### src/rtl/reduce_pipe_if.sv
// rtl/reduce_pipe_if.sv - valid/ready stream bundle for reduce_pipe
// Operand beats in, one-bit frame results out.
interface reduce_pipe_if #(
  parameter int width = 8
);
  logic             in_valid;
  logic             in_ready;
  logic [width-1:0] a;
  logic [1:0]       mode;
  logic             invert;
  logic             last;
  logic             out_valid;
  logic             out_ready;
  logic             y;
  logic [7:0]       beats;

  modport master (
    output in_valid, a, mode, invert, last, out_ready,
    input  in_ready, out_valid, y, beats
  );

  modport slave (
    input  in_valid, a, mode, invert, last, out_ready,
    output in_ready, out_valid, y, beats
  );
endinterface

### src/rtl/reduce_pipe.sv
// rtl/reduce_pipe.sv - pipelined AND/OR/XOR bit reduction with frame accumulation
// Registered fanin-ary tree feeding a frame accumulator and a single output register.
module reduce_pipe #(
  parameter int width = 8,
  parameter int fanin = 4
) (
  input logic          clk,
  input logic          reset,
  reduce_pipe_if.slave bus
);

  function automatic int calc_stages();
    int s;
    int p;
    s = 0;
    p = 1;
    while (p < width) begin
      p = p * fanin;
      s = s + 1;
    end
    return s;
  endfunction

  function automatic int cnt_at(input int k);
    int p;
    p = 1;
    for (int i = 0; i < k; i++) p = p * fanin;
    return (width + p - 1) / p;
  endfunction

  function automatic int off_at(input int k);
    int s;
    s = 0;
    for (int i = 0; i < k; i++) s = s + cnt_at(i);
    return s;
  endfunction

  function automatic logic ident_f(input logic [1:0] m);
    return !(m == 2'b01 || m == 2'b10);
  endfunction

  function automatic logic reduce_f(input logic [1:0] m, input logic [fanin-1:0] v);
    case (m)
      2'b01:   return |v;
      2'b10:   return ^v;
      default: return &v;
    endcase
  endfunction

  function automatic logic combine_f(input logic [1:0] m, input logic x, input logic z);
    case (m)
      2'b01:   return x | z;
      2'b10:   return x ^ z;
      default: return x & z;
    endcase
  endfunction

  localparam int STAGES = calc_stages();
  localparam int TOT    = off_at(STAGES + 1);
  localparam int TAIL   = off_at(STAGES);

  // Slot 0 of every flattened array is the input port; slot k is tree level k.
  logic [TOT-1:0]        pv;
  logic [STAGES:0]       lv_v;
  logic [STAGES:0]       lv_last;
  logic [STAGES:0]       lv_inv;
  logic [2*STAGES+1:0]   lv_mode;
  logic [STAGES:1]       adv;
  logic                  absorb;

  assign pv[width-1:0] = bus.a;
  assign lv_v[0]       = bus.in_valid;
  assign lv_last[0]    = bus.last;
  assign lv_inv[0]     = bus.invert;
  assign lv_mode[1:0]  = bus.mode;

  for (genvar k = 1; k <= STAGES; k++) begin : g_lvl
    localparam int NP    = cnt_at(k - 1);
    localparam int NK    = cnt_at(k);
    localparam int OFS_P = off_at(k - 1);
    localparam int OFS_K = off_at(k);

    logic [1:0]    pm;
    logic [NK-1:0] nd;
    logic [NK-1:0] part_q;
    logic          v_q;
    logic          last_q;
    logic          inv_q;
    logic [1:0]    mode_q;

    assign pm = lv_mode[2*(k-1) +: 2];

    for (genvar i = 0; i < NK; i++) begin : g_node
      logic [fanin-1:0] ins;
      for (genvar j = 0; j < fanin; j++) begin : g_in
        if (i * fanin + j < NP) begin : g_live
          assign ins[j] = pv[OFS_P + i*fanin + j];
        end else begin : g_pad
          assign ins[j] = ident_f(pm);
        end
      end
      assign nd[i] = reduce_f(pm, ins);
    end

    always_ff @(posedge clk or posedge reset) begin
      if (reset) begin
        v_q    <= 1'b0;
        part_q <= '0;
        last_q <= 1'b0;
        inv_q  <= 1'b0;
        mode_q <= 2'b00;
      end else if (adv[k]) begin
        v_q    <= lv_v[k-1];
        part_q <= nd;
        last_q <= lv_last[k-1];
        inv_q  <= lv_inv[k-1];
        mode_q <= pm;
      end
    end

    assign pv[OFS_K +: NK]   = part_q;
    assign lv_v[k]           = v_q;
    assign lv_last[k]        = last_q;
    assign lv_inv[k]         = inv_q;
    assign lv_mode[2*k +: 2] = mode_q;

    if (k < STAGES) begin : g_mid
      assign adv[k] = !v_q || adv[k+1];
    end else begin : g_tail
      assign adv[k] = !v_q || absorb;
    end
  end

  logic       t_r;
  logic       t_v;
  logic       t_last;
  logic       t_inv;
  logic [1:0] t_mode;

  assign t_r    = pv[TAIL];
  assign t_v    = lv_v[STAGES];
  assign t_last = lv_last[STAGES];
  assign t_inv  = lv_inv[STAGES];
  assign t_mode = lv_mode[2*STAGES +: 2];

  logic       acc_q, acc_d;
  logic [1:0] frame_mode_q, frame_mode_d;
  logic       frame_inv_q, frame_inv_d;
  logic       in_frame_q, in_frame_d;
  logic [7:0] count_q, count_d;
  logic       out_valid_q, out_valid_d;
  logic       y_q, y_d;
  logic [7:0] beats_q, beats_d;

  logic       res;
  logic       eff_inv;
  logic [1:0] eff_mode;
  logic [7:0] cnt_nxt;

  // A last beat needs a free output slot; non-last beats only touch the accumulator.
  assign absorb = t_v && (!t_last || !out_valid_q || bus.out_ready);

  always_comb begin
    eff_mode     = in_frame_q ? frame_mode_q : t_mode;
    eff_inv      = in_frame_q ? frame_inv_q : t_inv;
    res          = in_frame_q ? combine_f(frame_mode_q, acc_q, t_r) : t_r;
    cnt_nxt      = !in_frame_q ? 8'd1 : (count_q == 8'hFF ? 8'hFF : count_q + 8'd1);
    acc_d        = acc_q;
    frame_mode_d = frame_mode_q;
    frame_inv_d  = frame_inv_q;
    in_frame_d   = in_frame_q;
    count_d      = count_q;
    out_valid_d  = out_valid_q && !bus.out_ready;
    y_d          = y_q;
    beats_d      = beats_q;
    if (absorb) begin
      if (t_last) begin
        out_valid_d = 1'b1;
        y_d         = res ^ eff_inv;
        beats_d     = cnt_nxt;
        in_frame_d  = 1'b0;
        count_d     = cnt_nxt;
      end else begin
        acc_d        = res;
        frame_mode_d = eff_mode;
        frame_inv_d  = eff_inv;
        count_d      = cnt_nxt;
        in_frame_d   = 1'b1;
      end
    end
  end

  always_ff @(posedge clk or posedge reset) begin
    if (reset) begin
      acc_q        <= 1'b0;
      frame_mode_q <= 2'b00;
      frame_inv_q  <= 1'b0;
      in_frame_q   <= 1'b0;
      count_q      <= 8'd0;
      out_valid_q  <= 1'b0;
      y_q          <= 1'b0;
      beats_q      <= 8'd0;
    end else begin
      acc_q        <= acc_d;
      frame_mode_q <= frame_mode_d;
      frame_inv_q  <= frame_inv_d;
      in_frame_q   <= in_frame_d;
      count_q      <= count_d;
      out_valid_q  <= out_valid_d;
      y_q          <= y_d;
      beats_q      <= beats_d;
    end
  end

  assign bus.in_ready  = adv[1] && !reset;
  assign bus.out_valid = out_valid_q;
  assign bus.y         = y_q;
  assign bus.beats     = beats_q;

endmodule
### src/flat_wrapper.sv
// flat-port wrapper written by rule: the top's interface ports become plain ports
module reduce_pipe_flat 
#(
  parameter int width = 8,
  parameter int fanin = 4
)
  (clk, reset, bus_in_valid, bus_a, bus_mode, bus_invert, bus_last, bus_out_ready, bus_in_ready, bus_out_valid, bus_y, bus_beats);
  reduce_pipe_if #(.width(width)) bus_i ();
  input logic clk;
  input logic reset;
  input wire logic [$bits(bus_i.in_valid)-1:0] bus_in_valid;
  input wire logic [$bits(bus_i.a)-1:0] bus_a;
  input wire logic [$bits(bus_i.mode)-1:0] bus_mode;
  input wire logic [$bits(bus_i.invert)-1:0] bus_invert;
  input wire logic [$bits(bus_i.last)-1:0] bus_last;
  input wire logic [$bits(bus_i.out_ready)-1:0] bus_out_ready;
  output wire logic [$bits(bus_i.in_ready)-1:0] bus_in_ready;
  output wire logic [$bits(bus_i.out_valid)-1:0] bus_out_valid;
  output wire logic [$bits(bus_i.y)-1:0] bus_y;
  output wire logic [$bits(bus_i.beats)-1:0] bus_beats;
  assign bus_i.in_valid = bus_in_valid;
  assign bus_i.a = bus_a;
  assign bus_i.mode = bus_mode;
  assign bus_i.invert = bus_invert;
  assign bus_i.last = bus_last;
  assign bus_i.out_ready = bus_out_ready;
  assign bus_in_ready = bus_i.in_ready;
  assign bus_out_valid = bus_i.out_valid;
  assign bus_y = bus_i.y;
  assign bus_beats = bus_i.beats;
  reduce_pipe #(.width(width), .fanin(fanin)) u_core (.clk(clk), .reset(reset), .bus(bus_i));
endmodule
### config.mk
export PLATFORM = sky130hd
export DESIGN_NAME = reduce_pipe_flat
export DESIGN_NICKNAME = d
export VERILOG_FILES = /design/src/rtl/reduce_pipe_if.sv /design/src/rtl/reduce_pipe.sv /design/src/flat_wrapper.sv
export SDC_FILE = /design/constraint.sdc
export NUM_CORES = 1
export LEC_CHECK = 0
export ABC_AREA = 1
export BUFFER_PORTS_ARGS = -buffer_cell sky130_fd_sc_hd__buf_2
export CORE_MARGIN = 4
export CORE_UTILIZATION = 40
export DETAILED_ROUTE_END_ITERATION = 8
export SETUP_SLACK_MARGIN = 0.02
export SLEW_MARGIN = 20
export SYNTH_ARGS = -nofsm -noshare
export SYNTH_HDL_FRONTEND = slang
export SYNTH_SLANG_ARGS = --single-unit
### constraint.sdc
create_clock -name clk -period 1.6 [get_ports clk]
set_input_delay 0.32 -clock clk [delete_from_list [all_inputs] [get_ports clk]]
set_output_delay 0.32 -clock clk [all_outputs]
set_load 0.1 [all_outputs]
Yosys cells after proc, flatten, opt, wreduce, memory -nomap -nowiden
Index checks and enable logic that the tools add are counted.
{ "op_classes": {"n_reduce_logical": 27, "n_eq_ne": 7, "bitwise_logic": 6, "n_addsub": 1, "muxes": 11} }
{ "op_table": {"columns": ["operator", "n"], "rows": [
  ["$mux W8", 2],
  ["$reduce_xor A4 Y1", 3],
  ["$add A8 B1 Y8 const B", 1],
  ["$eq A8 B8 Y1 const B", 1],
  ["$pmux W1 S2", 4],
  ["$reduce_and A4 Y1", 2],
  ["$reduce_or A4 Y1", 2],
  ["$logic_not A1 Y1", 7],
  ["$eq A2 B1 Y1 const B", 3],
  ["$eq A2 B2 Y1 const B", 3],
  ["$reduce_and A3 Y1", 2],
  ["$logic_or A1 B1 Y1", 5],
  ["$mux W1", 5],
  ["$reduce_and A2 Y1", 2],
  ["$logic_and A1 B1 Y1", 3],
  ["$reduce_or A3 Y1", 1],
  ["$not A1 Y1", 2],
  ["$xor A1 B1 Y1", 2],
  ["$and A1 B1 Y1", 1],
  ["$or A1 B1 Y1", 1]
]} }
{ "totals": {"inputBits": 16, "regBits": 36, "word_cells": 70, "output_inout_bits": 11} }

Depth between registers and ports, before layout
Gate-level depths: netlist of run 1.
{ "logic_depth": {"ltp_word": 7, "ltp_mapped": 11, "depth_no_buf": 11} }

Least setup slack after synthesis of run 1
OpenSTA, ideal clock, no wires.
{ "synth_timing": {"kind": "register to output", "startpoint": "register u_core.out_valid_q, in the netlist u_core.bus.out_valid", "endpoint": "output bus_in_ready", "t_arrival_ns": 2.478, "stages_incl_launch_ff": 6, "setup_slack_ns": -1.198, "path_buffers": 0, "required_time_ns": 1.280, "path_cell_list": "dfrtp_1 > nand2_1 > nor2_4 > nand2_4 > nor2_8 > nor2_1"} }
{ "synth_via": {"elab_chain_cells": 7} }
{ "synth_rtl": {"columns": ["item", "line", "text"], "rows": [
  ["start, declared", "reduce_pipe.sv:151", "logic out_valid_q, out_valid_d;"],
  ["start signal, assigned", "reduce_pipe.sv:209", "out_valid_q <= out_valid_d;"],
  ["$logic_not A1 Y1", "reduce_pipe.sv:161", "assign absorb = t_v && (!t_last || !out_valid_q || bus.out_ready);"],
  ["$logic_or A1 B1 Y1 (2 in series)", "reduce_pipe.sv:161", null],
  ["$logic_and A1 B1 Y1", "reduce_pipe.sv:161", null],
  ["$logic_or A1 B1 Y1", "reduce_pipe.sv:130", "assign adv[k] = !v_q || absorb;"],
  ["$logic_or A1 B1 Y1", "reduce_pipe.sv:128", "assign adv[k] = !v_q || adv[k+1];"],
  ["$logic_and A1 B1 Y1", "reduce_pipe.sv:215", "assign bus.in_ready = adv[1] && !reset;"],
  ["end, declared", "flat_wrapper.sv:17", "output wire logic [$bits(bus_i.in_ready)-1:0] bus_in_ready;"]
]} }
Every way passes these cells.

Worst setup path after layout of run 1
Ends and elaborated chain as after synthesis.

==> out/qor.txt, run 1 <==
Dpl hpwl: 2.77 mm
WL per Instance: 10.5 um
Net switching power: 1.01 mW
Synth Area in Simple Gates: 27.6%
XOR/XNOR share of the synthesized area: 0%
Gpl congestion: 0.840
H-tree levels: 2
Hold Vio Cnt, Final: 0
DR iter-0 viols: 95
Critical path fanouts, max: 2
Number of setup violations in the final report: 1
Area of the multi-input gates: 962 um2
Largest cells by area after synthesis: dfrtp_1 45%, nand2_1 15%, ha_1 11%
Tot GR Track Use: 13.9%
Worst path arrival time: 1.32 ns
Synth-to-Final Area Change: 19.0%
CTS buffer count: 5
Status: finished, violations left
Number of flops mapped to enable cells by yosys: 0
Sequential Power Share: 43.5%
Failing checks: negative setup slack
Clock Path Buffers: 2
Family with the most delay on the worst path: flip-flops
CTS root buf: clkbuf_8
Top-area cell type share of the netlist area: 44.6%
Initial antenna violation count: 0
Comb pwr share: 31.7%
CP Launch Type: flip-flop
Vias in the first global route: 1547
Initial Utilization: 41.9%
Cells after Synth: 249
Row Count: 25
Pint: 1.56 mW
Final Util: 49.9%
Synthesized area: 0.00202 mm2
Chip height: 79.1 um
Crit path buf inv count: 1
Setup ws final: -0.0439 ns
Relative slew margins: 67.0%
Yosys cell types: 25
Hold slack: 0.103 ns
Post-synth top area cell: dfrtp_1
Crit path depth: 6
CP max stage cell: dfrtp_4
Routed WL: 3.73 mm
RSZ-0062 raised after global routing: yes
Layout cells sized above 1: 22.0%
First-pass GRT wire length: 6.81 mm
Min Tclk post-route: 1.64 ns
Clock tree sinks: 36
Most numerous cell in the Yosys netlist: nand2_1
Synth Warn #: 0
Largest net degree at the start of global routing: 37
Commonest cells in the synthesized netlist: 80 x nand2_1, 39 x inv_1, 36 x dfrtp_1
CP max stage delay: 0.49 ns
Antenna diode count: 0
Power Density: 1070 mW/mm2
Fill count: 505
Worst-Margin Slew: 0.499 ns
Port-buffer cells: 26
Inst Count DP: 344
Antenna viol nets, final: 0
Combinational family with the most area after synthesis: simple AND/OR/NAND/NOR gates
Via count: 1632
Post-route insts no fill: 354
Leakage: 1.37 nW
Switching part of the total: 39.3%
CP cell instances: nand2_4, nor2_4, nand2_4, nor2_8, nor2_4, buf_12
Clock Skew: 0.0124 ns
Drt via density: 4.61
Register bit count reported by yosys: 36
Max Freq: 608 MHz
CTS tree: done
Core ar.: 0.00482 mm2
Worst setup EP type: output port
Clock-pin slew on the worst setup and hold paths: 0.08 ns
Asr flop ratio synth: 100%
Mux cell area share after synthesis: 0%
Clk pwr share: 24.8%
Worst hold path class: in2async
1st-pass router iterations: 4
Top FF cell, synth: dfrtp_1
FF-to-FF path depth: 7
Die area: 0.00625 mm2
Peak VDD IR: 0.648 mV
Synthesized Nets: 282
Worst endpoint required time: 1.28 ns
Crit share post-route: 103%
Seq/Total Area, Yosys: 44.6%
Post-synthesis compound-gate area fraction: 8.80%
GR Overflow Total: 0
Nets: 319
# DRC: 0
Chip width: 79.1 um
Final max-slew violation count: 0
# IOs: 27
Post-synthesis adder-cell area fraction: 10.5%
Setup Crit Path Kind: reg2out
Sequential Area: 905 um2
Avg Cell Area, Syn: 8.11 um2
Number of max-cap violations: 0
Worst-Skew Late Latency: 0.29 ns
[routing by layer]
metal,vias to the layer above,wire [um],GRT usage [%]
met5,-,0,0
met4,0,77,6.53
met3,6,152,3.17
met2,27,1580,20.5
met1,748,1920,19.1
li1,851,-,-
[worst register-to-register path, delay by kind of cell (launching register included)]
| kind | cells | cell delay, ns |
|---|---|---|
| buf+inv | 2 | 0.32 |
| compound gates | 1 | 0.06 |
| simple gates | 4 | 0.44 |
| flops | 1 | 0.49 |
[cells in the final DEF, fill, tap and decap left out, types with 2 or more instances in the layout]
| cell type | netlist | routed |
|---|---|---|
| a21oi_1 | 5 | 5 |
| a22oi_1 | 2 | 2 |
| buf_12 | 0 | 2 |
| buf_2 | 2 | 25 |
| buf_4 | 1 | 6 |
| clkbuf_8 | 0 | 5 |
| clkinv_2 | 0 | 2 |
| dfrtp_1 | 36 | 35 |
| ha_1 | 17 | 17 |
| inv_1 | 39 | 39 |
| inv_2 | 2 | 2 |
| nand2_1 | 80 | 79 |
| nand2_2 | 3 | 3 |
| nand2_4 | 2 | 3 |
| nand3_1 | 16 | 16 |
| nand4_1 | 2 | 2 |
| nor2_1 | 7 | 6 |
| nor2_4 | 3 | 4 |
| o21ai_0 | 13 | 13 |
| o21ai_1 | 8 | 8 |
| o21ai_2 | 2 | 2 |
| or2_2 | 3 | 3 |
[timing repair]
action                     CTS  global route
gates resized for setup      0             0
pin swaps                    3             0
hold buffers                 0             0
setup buffers                2             0
hold endpoints to repair     0             0
setup endpoints to repair    1             1
[stage by stage]
| step | setup WS [ns] | instance area, um2 | total power [mW] | TNS [ns] |
|---|---|---|---|---|
| floorplan | -0.124 | 2040 | 1.78 | -0.124 |
| global placement | 0.180 | 2300 | 1.94 | 0 |
| detailed placement | 0.164 | 2300 | 1.96 | 0 |
| CTS | -0.0549 | 2400 | 2.61 | -0.0549 |
| global route | -0.113 | 2400 | 2.77 | -0.113 |
| finish | -0.0439 | 2400 | 2.57 | -0.0439 |
[power groups by stage]
stage	Sequential, mW	Combinational (mW)	Clock (mW)
global route	1.14	0.925	0.708
detailed placement	1.14	0.819	0
floorplan	1.40	0.379	0
CTS	1.12	0.827	0.660
global placement	1.14	0.808	0
finish	1.12	0.813	0.638
[cell type report]
cell class,count,area share (%)
multi-input cells,169,40.1
inverters,41,6.41
well taps,67,3.49
flip-flops and latches,36,37.7
repair buffers,33,8.75
clock inverters,3,0.781
clock buffers,5,2.86
[sequential cells by signal (all words and copies together) (netlist names)]
| signal | count |
|---|---|
| u_core.bus.beats | 8 |
| u_core.count_q | 8 |
| u_core.bus.y | 1 |
| u_core.g_lvl.v_q | 2 |
| u_core.frame_mode_q | 2 |
| u_core.frame_inv_q | 1 |
| u_core.g_lvl.inv_q | 2 |
| u_core.g_lvl.mode_q | 4 |
| u_core.acc_q | 1 |
| u_core.g_lvl.last_q | 2 |
| u_core.g_lvl.part_q | 3 |
| u_core.in_frame_q | 1 |
| u_core.bus.out_valid | 1 |
[kinds of logic after synthesis]
logic type | count (synthesis)
flops | 36
simple gates | 120
compound gates | 32
fa+ha+maj | 17
buf+inv | 44
[final timing paths]
check / startpoint / end / slack [ns]
setup / recovery: u_core.bus.out_valid / bus_in_ready / -0.04
hold / removal: reset / u_core.frame_mode_q[0] / 0.10
setup reg to reg: u_core.bus.out_valid / u_core.count_q[4] / 0.17
hold reg to reg: u_core.g_lvl[1].last_q / u_core.g_lvl[2].last_q / 0.47
max in group asynchronous: reset / u_core.bus.out_valid / 1.30
min in group clk: bus_last / u_core.g_lvl[1].last_q / 0.24
Note: power is estimated with default switching activity, not from simulation.
==> run 2: changes to the inputs <==
CAP_MARGIN = 25   (was not set)
SKIP_CTS_REPAIR_TIMING = 1   (was not set)
==> run 2 against run 1 <==
Cell count fell by 0.28%. Sequential power barely moved. Critical path type unchanged. Final area fell by 0.31%. Largest cell class unchanged. Critical endpoint unchanged. Non-clock buffer count fell by 1. Sequential share of layout area rose by 0.12 points. The run still ends with negative setup slack left. Via count fell by 0.12%.
==> out/qor.txt, run 2 (same netlist as run 1, synthesis figures left out) <==
Worst-Margin Slew: 0.499 ns (-0.0000811 ns)
Commonest non-fill, non-tap cells in the layout: 79 x nand2_1, 39 x inv_1, 35 x dfrtp_1, 25 x buf_2, 17 x ha_1
CTS root buf: clkbuf_8
Via count: 1630 (-0.12%)
Worst endpoint required time: 1.28 ns (about the same)
1st-pass router iterations: 4 (unchanged)
Worst-Skew Late Latency: 0.29 ns (about the same)
Drt via density: 4.62 (+0.16%)
Port-buffer cells: 26 (unchanged)
Worst hold path class: in2async
Setup ws final: -0.0455 ns (-0.00162 ns)
Die area: 0.00625 mm2 (unchanged)
Leakage: 1.36 nW (-0.32%)
Largest net degree at the start of global routing: 37 (unchanged)
Commonest non-fill, non-tap cell in the layout: nand2_1
Reg2reg setup slack: 0.17 ns (about the same)
Final TNS setup: -0.0455 ns (-0.00162 ns)
Final Cell Area: 0.00239 mm2 (-0.31%)
Power Density: 1070 mW/mm2 (about the same)
GR Overflow Total: 0 (unchanged)
Failing checks: negative setup slack
H-tree levels: 2 (unchanged)
Fill count: 505 (unchanged)
Synth-to-Final Area Change: 18.6%
CP Launch Type: flip-flop
Peak VDD IR: 0.623 mV (-3.9%)
Tot GR Track Use: 13.7% (-0.17 points)
Worst path arrival time: 1.33 ns (about the same)
Core ar.: 0.00482 mm2 (unchanged)
Max Freq: 608 MHz (about the same)
Row Count: 25 (unchanged)
Routed WL: 3.66 mm (-1.8%)
Worst setup EP type: output port
Gpl congestion: 0.840 (unchanged)
CTS tree: done
DR iter-0 viols: 87 (-8.4%)
Initial Utilization: 41.9% (unchanged)
Nets: 318 (-0.31%)
Final max-slew violation count: 0 (unchanged)
# DRC: 0 (unchanged)
Total Power: 2.56 mW (-0.37%)
First-pass GRT wire length: 6.72 mm (-1.3%)
Placed Area: 0.00230 mm2 (unchanged)
CTS buffer count: 5 (unchanged)
Area of the multi-input gates: 962 um2 (unchanged)
# IOs: 27 (unchanged)
Clock tree sinks: 36 (unchanged)
Dpl hpwl: 2.77 mm (unchanged)
Number of setup violations in the final report: 1 (unchanged)
Clock Path Buffers: 2 (unchanged)
Critical path fanouts, max: 3 (+1)
RSZ-0062 raised after global routing: yes
Vias in the first global route: 1530 (-1.1%)
Min Tclk post-route: 1.65 ns (+0.00162 ns)
Chip width: 79.1 um (unchanged)
Hold Vio Cnt, Final: 0 (unchanged)
WL per Instance: 10.4 um (-1.5%)
Setup Crit Path Kind: reg2out
Clock Skew: 0.0108 ns (-0.00164 ns)
Layout cells sized above 1: 21.7% (-0.27 points)
Relative slew margins: 67.0% (about the same)
Initial antenna violation count: 0 (unchanged)
Clock-pin slew on the worst setup and hold paths: 0.07 ns (about the same)
Status: finished, violations left
Antenna diode count: 0 (unchanged)
Number of max-cap violations: 0 (unchanged)
Crit share post-route: 103% (about the same)
Sequential Area: 905 um2 (unchanged)
Antenna viol nets, final: 0 (unchanged)
Chip height: 79.1 um (unchanged)
Final Util: 49.7% (-0.16 points)
==> run 2: cell count changes in the layout (fill, tap and decap cells not counted) <==
cell   before  now
buf_4       6    5
==> run 2: worst paths after layout <==
| path | depth (start not counted) | end | from |
|---|---|---|---|
| max | 6 | bus_in_ready | u_core.bus.out_valid |
| min | 3 | u_core.frame_mode_q[0] | reset |
| max reg2reg | 7 | u_core.count_q[4] | u_core.bus.out_valid |
| min reg2reg | 2 | u_core.g_lvl[2].last_q | u_core.g_lvl[1].last_q |
| max in group asynchronous | 3 | u_core.bus.out_valid | reset |
| min in group clk | 3 | u_core.g_lvl[1].last_q | bus_last |
==> run 2: layer usage <==
metal,up-vias,track usage (%),routed length [um]
met4,0,6.53,77
met2,34,20.4,1550
met1,742,18.7,1870
li1,848,-,-
met3,6,3.17,167
met5,-,0,0
==> run 2: critical path: stages, from the launching register on <==
cell	delay [ns]
dfrtp_4	0.49
nand2_4	0.10
nor2_4	0.05
nand2_4	0.08
nor2_8	0.04
nor2_4	0.10
buf_12	0.18
==> run 2: layout make-up <==
class                   instances  share of cell area, %
inverters                      41                   6.43
clock inverters                 3                  0.784
clock buffers                   5                   2.87
well taps                      67                   3.50
repair buffers                 32                   8.46
flip-flops and latches         36                   37.8
multi-input cells             169                   40.2
==> run 2: report_power, final <==
| part | switching, mW | leakage, nW | internal [mW] |
|---|---|---|---|
| clock network | 0.329 | 0.0479 | 0.303 |
| logic | 0.591 | 0.858 | 0.218 |
| registers | 0.0829 | 0.457 | 1.03 |
| total | 1.00 | 1.36 | 1.56 |
==> run 2: metrics by stage <==
stage	hold slack (ns)	instances	setup slack (ns)
floorplan	0.430	249	-0.124
global placement	0.415	344	0.180
detailed placement	0.425	344	0.164
CTS	0.107	352	-0.0803
global route	0.123	353	-0.117
finish	0.102	353	-0.0455
